[config.mk]
export PLATFORM = sky130hd
export DESIGN_NAME = alu_seq
export DESIGN_NICKNAME = d
export VERILOG_FILES = /design/src/rtl/alu_seq.sv
export SDC_FILE = /design/constraint.sdc
export NUM_CORES = 1
export LEC_CHECK = 0
export CAP_MARGIN = 20
export CORE_ASPECT_RATIO = 1.4
export CORE_MARGIN = 8
export CORE_UTILIZATION = 55
export DETAILED_ROUTE_END_ITERATION = 7
export PLACE_DENSITY = 0.9
export SLEW_MARGIN = 20
export SYNTH_ARGS = -nofsm -noshare
export SYNTH_HDL_FRONTEND = slang
export SYNTH_SLANG_ARGS = --single-unit
[constraint.sdc]
create_clock -name clk -period 7.05 [get_ports clk]
set_input_delay 1.41 -clock clk [delete_from_list [all_inputs] [get_ports clk]]
set_output_delay 1.41 -clock clk [all_outputs]
set_load 0.02 [all_outputs]
[src/rtl/alu_seq.sv]
// alu_seq: sequential WIDTH-bit ALU with a valid/ready handshake.
//
// It holds one operation in flight. Logic ops, ADD, SUB, SLT, illegal ops and
// shifts by 0 produce a result one cycle after accept. Shifts by k step one bit
// per cycle. MUL is a shift-add over WIDTH cycles. The result and flags are held
// until the consumer takes them.
//
// Build option: define ALU_SEQ_MUL_EN to include the iterative multiplier
// (op 1011). Without it, op 1011 is treated as an illegal op.
//
// Ports:
//   clk, reset           clock; synchronous active-high reset
//   in_valid / in_ready  operand offer; in_ready is high only in IDLE
//   op, a, b             op code and operands; b[SHW-1:0] is the shift amount
//   out_valid/out_ready  result handshake; out_valid is high only in DONE
//   result               registered result
//   flag_z/n/c/v         zero, negative, carry and overflow (c/v: ADD/SUB only)
module alu_seq #(
  parameter int WIDTH = 32,
  localparam int SHW = $clog2(WIDTH)
) (
  input  logic             clk,
  input  logic             reset,
  input  logic             in_valid,
  output logic             in_ready,
  input  logic [3:0]       op,
  input  logic [WIDTH-1:0] a,
  input  logic [WIDTH-1:0] b,
  output logic             out_valid,
  input  logic             out_ready,
  output logic [WIDTH-1:0] result,
  output logic             flag_z,
  output logic             flag_n,
  output logic             flag_c,
  output logic             flag_v
);

  localparam logic [3:0] OP_OR   = 4'b0000;
  localparam logic [3:0] OP_AND  = 4'b0001;
  localparam logic [3:0] OP_XOR  = 4'b0010;
  localparam logic [3:0] OP_ADD  = 4'b0011;
  localparam logic [3:0] OP_NOR  = 4'b0100;
  localparam logic [3:0] OP_NAND = 4'b0101;
  localparam logic [3:0] OP_SLT  = 4'b0110;
  localparam logic [3:0] OP_SUB  = 4'b0111;
  localparam logic [3:0] OP_SLTU = 4'b1110;
  localparam logic [3:0] OP_SLL  = 4'b1000;
  localparam logic [3:0] OP_SRL  = 4'b1001;
  localparam logic [3:0] OP_SRA  = 4'b1010;
`ifdef ALU_SEQ_MUL_EN
  localparam logic [3:0] OP_MUL  = 4'b1011;
`endif
  localparam logic [SHW:0] CNT_ONE = (SHW+1)'(1);

  typedef enum logic [1:0] {IDLE, BUSY, DONE} state_t;

  state_t           state, state_nx;
  logic             accept;
  logic [3:0]       opq;
  logic [WIDTH-1:0] work, work_nx, step_res;
  logic [SHW:0]     cnt;
  logic             cnt_last;

  // single-cycle datapath
  logic [WIDTH-1:0] bop, r1;
  logic [WIDTH:0]   sum;
  logic             cin, ovf, c1, v1, multi;

`ifdef ALU_SEQ_MUL_EN
  logic [WIDTH-1:0] mcand, prod, prod_nx;
`endif

  assign in_ready  = (state == IDLE) && !reset;
  assign out_valid = (state == DONE) && !reset;
  assign accept    = in_valid && in_ready;
  assign cnt_last  = (cnt == CNT_ONE);

  always_comb begin
    cin = (op == OP_SUB) || (op == OP_SLT) || (op == OP_SLTU);
    bop = cin ? ~b : b;
    sum = {1'b0, a} + {1'b0, bop} + {{WIDTH{1'b0}}, cin};
    ovf = (a[WIDTH-1] == bop[WIDTH-1]) && (sum[WIDTH-1] != a[WIDTH-1]);
    r1    = '0;
    c1    = 1'b0;
    v1    = 1'b0;
    multi = 1'b0;
    case (op)
      OP_OR:   r1 = a | b;
      OP_AND:  r1 = a & b;
      OP_XOR:  r1 = a ^ b;
      OP_NOR:  r1 = ~(a | b);
      OP_NAND: r1 = ~(a & b);
      OP_ADD, OP_SUB: begin
        r1 = sum[WIDTH-1:0];
        c1 = sum[WIDTH];
        v1 = ovf;
      end
      OP_SLT:  r1 = {{(WIDTH-1){1'b0}}, sum[WIDTH-1] ^ ovf};
      OP_SLTU: r1 = {{(WIDTH-1){1'b0}}, ~sum[WIDTH]};
      // a shift by 0 completes here with the operand unchanged
      OP_SLL, OP_SRL, OP_SRA: begin
        r1    = a;
        multi = (b[SHW-1:0] != '0);
      end
`ifdef ALU_SEQ_MUL_EN
      OP_MUL:  multi = 1'b1;
`endif
      default: r1 = '0;
    endcase
  end

  // one iteration step; for MUL, work holds the not-yet-consumed multiplier bits
  always_comb begin
    case (opq)
      OP_SLL:  work_nx = {work[WIDTH-2:0], 1'b0};
      OP_SRL:  work_nx = {1'b0, work[WIDTH-1:1]};
      OP_SRA:  work_nx = {work[WIDTH-1], work[WIDTH-1:1]};
`ifdef ALU_SEQ_MUL_EN
      OP_MUL:  work_nx = {1'b0, work[WIDTH-1:1]};
`endif
      default: work_nx = work;
    endcase
    step_res = work_nx;
`ifdef ALU_SEQ_MUL_EN
    prod_nx = prod + (work[0] ? mcand : '0);
    if (opq == OP_MUL) step_res = prod_nx;
`endif
  end

  always_ff @(posedge clk) begin
    if (reset) state <= IDLE;
    else       state <= state_nx;
  end

  always_comb begin
    state_nx = state;
    case (state)
      IDLE: if (accept) state_nx = multi ? BUSY : DONE;
      BUSY: if (cnt_last) state_nx = DONE;
      DONE: if (out_ready) state_nx = IDLE;
      default: state_nx = IDLE;
    endcase
  end

  always_ff @(posedge clk) begin
    if (reset) begin
      result <= '0;
      flag_z <= 1'b0;
      flag_n <= 1'b0;
      flag_c <= 1'b0;
      flag_v <= 1'b0;
      work   <= '0;
      cnt    <= '0;
      opq    <= '0;
    end else begin
      case (state)
        IDLE: if (accept) begin
          opq <= op;
          if (multi) begin
            work <= a;
            cnt  <= {1'b0, b[SHW-1:0]};
`ifdef ALU_SEQ_MUL_EN
            if (op == OP_MUL) begin
              work <= b;
              cnt  <= (SHW+1)'(WIDTH);
            end
`endif
          end else begin
            result <= r1;
            flag_z <= (r1 == '0);
            flag_n <= r1[WIDTH-1];
            flag_c <= c1;
            flag_v <= v1;
          end
        end
        BUSY: begin
          work <= work_nx;
          cnt  <= cnt - CNT_ONE;
          if (cnt_last) begin
            result <= step_res;
            flag_z <= (step_res == '0);
            flag_n <= step_res[WIDTH-1];
            flag_c <= 1'b0;
            flag_v <= 1'b0;
          end
        end
        default: ;
      endcase
    end
  end

`ifdef ALU_SEQ_MUL_EN
  always_ff @(posedge clk) begin
    if (reset) begin
      mcand <= '0;
      prod  <= '0;
    end else if (accept) begin
      mcand <= a;
      prod  <= '0;
    end else if (state == BUSY && opq == OP_MUL) begin
      mcand <= {mcand[WIDTH-2:0], 1'b0};
      prod  <= prod_nx;
    end
  end
`endif

endmodule
==> results of run 1 <==
where the power goes:
group / leakage (nW) / internal [W] / total (W) / switching (W)
Sequential: 0.641 / 0.000473 / 0.000497 / 0.0000242
Clock: 0.148 / 0.000309 / 0.000489 / 0.000181
Combinational: 3.39 / 0.000307 / 0.000805 / 0.000498
Total: 4.18 / 0.00109 / 0.00179 / 0.000703
critical path, delay by kind of cell:
| family | cells | cell delay, ns |
|---|---|---|
| and+or+nand+nor | 6 | 1.61 |
| AOI/OAI and AO/OA | 5 | 1.50 |
| buffers and inverters | 2 | 0.78 |
| adders and majority gates | 1 | 0.37 |
| xor gates and xnor gates | 2 | 0.36 |
per-layer routing:
layer / wire [microns] / global-route usage / share of wire / up-vias
met5: 0 / 0 / 0 / -
li1: - / - / - / 4664
met2: 15000 / 0.491 / 0.47 / 630
met3: 2990 / 0.0431 / 0.093 / 142
met1: 12100 / 0.341 / 0.38 / 4641
met4: 1830 / 0.178 / 0.057 / 0
area by class of cell:
class / instances / area (sq um) / area share
sequential: 79 / 1580 / 0.151
clock inverter: 6 / 85.1 / 0.00814
clock buffer: 10 / 229 / 0.0219
inverter: 73 / 274 / 0.0262
multi-input combinational: 1000 / 6820 / 0.653
timing repair buffer: 125 / 1210 / 0.116
tap: 199 / 249 / 0.0238
cells in the mapped netlist, types with 15 or more instances:
library cell / count
nor2_1: 150
buf_4: 17
a221oi_1: 35
clkbuf_1: 55
nand2_1: 121
a22oi_1: 25
nand2b_1: 15
a211oi_1: 16
xnor2_1: 55
a21o_1: 15
nand4_1: 17
nor3_1: 22
dfxtp_1: 79
a222oi_1: 33
a21oi_1: 106
o21ai_0: 73
inv_1: 73
ha_1: 99
nand3_1: 28
state kept, by name (all words and copies together) (netlist names):
name    flops
cnt         6
opq         4
state       2
flag_z      1
result     32
flag_c      1
flag_v      1
work       32
layout by cell type (no fill, tap or decap), types with 8 or more instances in the layout:
cell type,n
dfxtp_1,79
nor4_1,10
a22oi_1,25
o211ai_1,10
inv_1,73
a211oi_1,16
a21o_1,15
o21ai_0,73
a211o_1,8
xnor2_1,55
nor2_1,150
buf_4,15
nand3_1,27
o31ai_1,8
clkdlybuf4s50_1,107
xor2_1,12
a222oi_1,33
nand4_1,17
nand2_1,121
a221oi_1,35
clkbuf_16,9
nor2b_1,8
nor3_1,21
nand2b_1,14
ha_1,99
a21oi_1,106
cell families after synthesis:
family                   Yosys count
AO/OA/AOI/OAI                    407
XOR/XNOR                          67
adder cells (fa/ha/maj)          100
buffers and inverters            172
flip-flops                        79
multiplexers                       6
AND/OR/NAND/NOR                  420
worst max path at each step:
| stage | endpoint | slack (ns) | cells after the start |
|---|---|---|---|
| global placement | flag_z | 0.92 | 16 |
| floorplan | flag_z | 1.53 | 19 |
| finish | flag_z | 1.24 | 16 |
| CTS | flag_z | 1.30 | 16 |
| detailed placement | flag_z | 0.98 | 16 |
| global route | flag_z | 1.01 | 16 |
per-stage QoR:
step / setup slack, ns / cell area (sq um) / std cells
global placement: 0.915 / 10100 / 1476
global route: 1.01 / 10500 / 1492
detailed placement: 0.978 / 10100 / 1476
finish: 1.24 / 10500 / 1492
floorplan: 1.53 / 9110 / 1251
CTS: 1.30 / 10500 / 1492
==> reports/summary.txt, run 1 <==
Status = finished with violations
Violated checks = DRC
Final period util = 0.825
Final Skew = 0.00603 ns
F_max = 172 MHz
Worst hold stages = 2
Antenna Cells = 0
Avg Vias per Cell = 6.75
RSZ-0062 raised after global routing = no
Layout area overhead = 14.8%
Htree depth = 3
Power Density = 171 nW/um^2
Max clock buf depth = 2
CTS root buf = clkbuf_16
WS Path Type = in -> reg
Max-cap check violation count = 0
Slew @ Worst Pin = 0.997 ns
Worst reg-to-reg path cell count = 10
Reg2reg start = state[0]
Hold buffers post-CTS = 0
Slowest-stage cell, CP = o41ai_1
Main combinational cell family by area after synthesis = compound AO/OA/AOI/OAI gates
Critical path data arrival time = 6.07 ns
Layout fillers = 1414
Post-synth EDFFs = 0
Detailed Route Iter0 Violations = 1391
Final min period = 5.81 ns
Clock Pin Slew Worst Setup and Hold Paths = 0.06 ns
Top_reg_cell synth = dfxtp_1
Total core area = 16200 sq um
First-pass GRT wire length = 50.3 mm
CP Capture Type = register
Hold WS = 0.449 ns
Min-Delay Path Class = reg -> reg
Mapped Area = 9110 sq um
Netlist cell types = 90
Yosys top cell by area = dfxtp_1
IO Pins = 110
Hold Path Sink = result[18]
Vias in the first global route = 9543
Synthesized net count = 1423
Die width = 125 microns
Final setup viols = 0
Clock latency on the worst-skew pair = 0.33 ns
Adder-cell share of the synthesized area = 0.138
Overall routing resource usage = 0.291
Final Wtd Congestion = 1.01
Largest net degree at the start of global routing = 83
Final wirelength = 31.9 mm
Seq cells post-synth = 79
Nets = 1460
Synth top area cells = dfxtp_1 (17%), ha_1 (14%), nor2_1 (6.2%), a21oi_1 (5.8%), xnor2_1 (5.3%)
Num rows = 55
CP startpoint kind = input pin
CP Cell Sequence = clkdlybuf4s50_1 > nand2_1 > nand3_2 > buf_12 > xnor2_1 > ha_1 > a21oi_1 > o21ai_0 > o41ai_1 > nor2_1 > nor4_1 > xor2_1 > o2111ai_1 > nor4_1 > nand3_1 > o32ai_2
Post-Synth Simple-Gate Area = 0.215
Setup Buffers After CTS = 0
Hold Path Origin = result[18]
DR DRC count = 27
Clock sinks = 79
Final Slew Violations = 0
Antenna violation net count after detailed routing = 0
Avg Synthesized Cell Area = 7.28 sq um
Peak supply drop = 0.242 mV
PnR Total Power = 0.00179 W
Worst reg2reg setup slack = 2.95 ns
Static leakage = 4.18 nW
Initial core utilization = 0.563
Top cell by count, worst path = nor4_1
Grt total ovfl = 0
Post-synthesis cell count = 1251
Die area = 21000 sq um
Post-synthesis mux area share = 0.00687
CTS tree = built
Setup TNS = 0 ns
Layout Utilization = 0.647
Sequential area share after synthesis = 0.174
Crit path from = op[3]
Post-Synth XOR/XNOR Area = 0.0644
Critical Path RT = 7.30 ns
Worst Path Max Fanout = 21
Initial antenna violation count = 0
Post-CTS sizing = 0
Detailed-route via count = 10100
CP max stage delay = 0.56 ns
Async SR Flop Fraction = 0
Detailed placement HPWL = 24.1 mm
TritonCTS Buffers = 9
Relative slew slack = 0.336
Layout cells sized above 1 = 0.0549
Synth warnings = 0
Fin. Hold Viols = 0
Synth Area in Compound Gates = 0.319
Die height = 168 microns
Yosys top cell area share = 0.174
# port buffers = 109
Drt pass-1 iters = 8
Crit Reg-Reg Endpoint = flag_z
WL/cell = 21.4 microns
(Power assumes the default switching activity.)
==> run 2: changes to the inputs <==
- CORE_UTILIZATION: 55 -> 53
- clock period: 7.05 -> 5.18 ns (I/O delays scaled with it)
==> reports/summary.txt, run 2 (synthesized netlist as in run 1, its figures left out) <==
Status = finished with violations
Violated checks = DRC
CP startpoint kind = input pin
Layout cells sized above 1 = 0.0889 (+0.0340)
Slew @ Worst Pin = 0.994 ns (-0.00262 ns)
Final period util = 0.930
Final Skew = 0.00632 ns (+0.000291 ns)
FF+latch area = 1580 sq um (unchanged)
Hold WS = 0.448 ns (-0.000748 ns)
Setup TNS = 0 ns (unchanged)
Internal = 0.00158 W (+45%)
Die area = 21700 sq um (+3.3%)
Critical path data arrival time = 5.08 ns (-0.99 ns)
Die width = 127 microns (+1.6%)
Reg2reg start = state[0]
Critical Path RT = 5.44 ns (-1.86 ns)
Antenna violation net count after detailed routing = 0 (unchanged)
RSZ-0062 raised after global routing = no
Combinational Power Share = 0.451 (+0.002)
Leading cell types in the layout, fill and taps excluded = nor2_1 (150), nand2_1 (121), clkdlybuf4s50_1 (107)
Relative slew slack = 0.337 (+0.00175)
Initial antenna violation count = 0 (unchanged)
Stages on worst setup path = 16 (unchanged)
Final Wtd Congestion = 1.01 (+0.54%)
Worst Path Max Fanout = 22 (+4.8%)
Num rows = 56 (+1.8%)
Drt pass-1 iters = 8 (unchanged)
Hold Path Origin = result[15]
Final wirelength = 33.0 mm (+3.2%)
Placed Instances = 1526 (+3.4%)
Worst reg2reg setup slack = 1.69 ns (-1.26 ns)
Setup Buffers After CTS = 0 (unchanged)
Avg Vias per Cell = 6.77 (+0.19%)
Detailed Route Iter0 Violations = 1418 (+1.9%)
Min-Delay Path Class = reg -> reg
Overall routing resource usage = 0.294 (+0.00259)
WL/cell = 21.4 microns (-0.18%)
F_max = 207 MHz
Clock power frac = 0.286 (+0.013)
CTS root buf = clkbuf_16
Layout area overhead = 18.9%
Worst hold stages = 2 (unchanged)
Peak supply drop = 0.129 mV (-47%)
Power Density = 238 nW/um^2 (+39%)
Initial core utilization = 0.542 (-0.0216)
CP Cell Sequence = clkdlybuf4s50_1 > nand2_1 > nand3_2 > buf_12 > xnor2_1 > ha_1 > a21oi_1 > o21ai_0 > o41ai_2 > nor2_1 > nor4_1 > xor2_1 > o2111ai_1 > nor4_1 > nand3_1 > o32ai_2
Htree depth = 3 (unchanged)
Clock latency on the worst-skew pair = 0.34 ns (about the same)
Final min period = 4.82 ns
TritonCTS Buffers = 9 (unchanged)
Fin. Hold Viols = 0 (unchanged)
Max clock buf depth = 2 (unchanged)
First-pass GRT wire length = 51.6 mm (+2.7%)
DR DRC count = 9 (-67%)
Multi-input logic area = 6810 sq um (-0.15%)
Layout fillers = 1477 (+4.5%)
Total core area = 16800 sq um (+4.0%)
CP Capture Type = register
Worst reg-to-reg path cell count = 10 (unchanged)
Detailed-route via count = 10400 (+3.5%)
Grt total ovfl = 0 (unchanged)
Flop pwr share = 0.263 (-0.015)
Vias in the first global route = 9779 (+2.5%)
Nets = 1506 (+3.2%)
WP buf/inv = 2 (unchanged)
WS Path Type = in -> reg
Largest net degree at the start of global routing = 83 (unchanged)
Crit-path leading delay family = compound AO/OA/AOI/OAI gates
Switching Fraction = 0.385 (-0.00691)
Detailed placement HPWL = 24.8 mm (+2.9%)
Hold Path Sink = result[15]
Final cell count without fillers = 1542 (+3.4%)
Clock sinks = 79 (unchanged)
Sw Pwr = 0.000992 W (+41%)
Slowest-stage cell, CP = nor4_1
Die height = 171 microns (+1.7%)
CP max stage delay = 0.45 ns (-0.11 ns)
Final setup viols = 0 (unchanged)
Static leakage = 4.41 nW (+5.6%)
Crit Reg-Reg Endpoint = flag_z
Antenna Cells = 0 (unchanged)
Max-cap check violation count = 0 (unchanged)
Clock Pin Slew Worst Setup and Hold Paths = 0.06 ns (about the same)
Leading registers by flop count = result x32, work x32, cnt x6
CTS tree = built
# port buffers = 109 (unchanged)
Top cell by count, worst path = nor4_1
IO Pins = 110 (unchanged)
Final Slew Violations = 0 (unchanged)
Commonest non-fill, non-tap cell in the layout = nor2_1
[run 2: changes by cell type in the layout (fill, tap and decap cells not counted), sizes merged]
cell / previous run / this run
buf: 18 / 64
bufinv: 2 / 3
clkbuf: 10 / 9
clkinvlp: 2 / 1
inv: 73 / 74
[run 2: tightest hold or removal path, cell delays in order, from the launching register on]
cell and delay, ns:
dfxtp_1 0.31, nand2_1 0.05, a21oi_1 0.05
[run 2: cell type report]
class                           count  share of cell area
Multi-Input combinational cell   1000               0.629
Sequential cell                    79               0.146
Inverter                           73              0.0253
Timing Repair Buffer              171               0.144
Tap cell                          203              0.0235
Clock inverter                      7              0.0111
Clock buffer                        9              0.0208
[run 2: metal layers]
layer  global-route usage  vias up  wire [microns]
met2                0.496      651           15500
met4                0.162        0            1780
met3               0.0246      135            2810
met1                0.363     4885           12900
li1                     -     4763               -
met5                    0        -               0
[run 2: what timing repair did]
action,CTS,global route
endpoints found under the setup margin,0,1
hold buffers,0,0
gates resized for setup,0,1
endpoints found under the hold margin,0,0
[run 2: power groups by stage]
stage	clock (W)	sequential [W]	combinational [W]
floorplan	0	0.000702	0.000719
global placement	0	0.000688	0.00111
detailed placement	0	0.000689	0.00113
CTS	0.000738	0.000677	0.00113
global route	0.000765	0.000681	0.00125
finish	0.000736	0.000678	0.00116
[run 2: worst max-delay path by stage]
stage                   to  slack [ns]  start
global route        flag_z        0.05  op[3]
CTS                 flag_z        0.29  op[3]
floorplan           flag_z        0.03  op[2]
detailed placement  flag_z       -0.06  op[3]
global placement    flag_z       -0.04  op[3]
finish              flag_z        0.36  op[3]
[run 2: per-stage QoR]
| step | setup WS [ns] | cell area [sq um] | utilization | total power (W) |
|---|---|---|---|---|
| after global placement | -0.0430 | 10500 | 0.623 | 0.00180 |
| after detailed placement | -0.0587 | 10500 | 0.623 | 0.00182 |
| after floorplan | 0.0332 | 9110 | - | 0.00142 |
| after CTS | 0.289 | 10800 | 0.643 | 0.00255 |
| final | 0.360 | 10800 | 0.644 | 0.00258 |
| after global routing | 0.0527 | 10800 | 0.644 | 0.00270 |
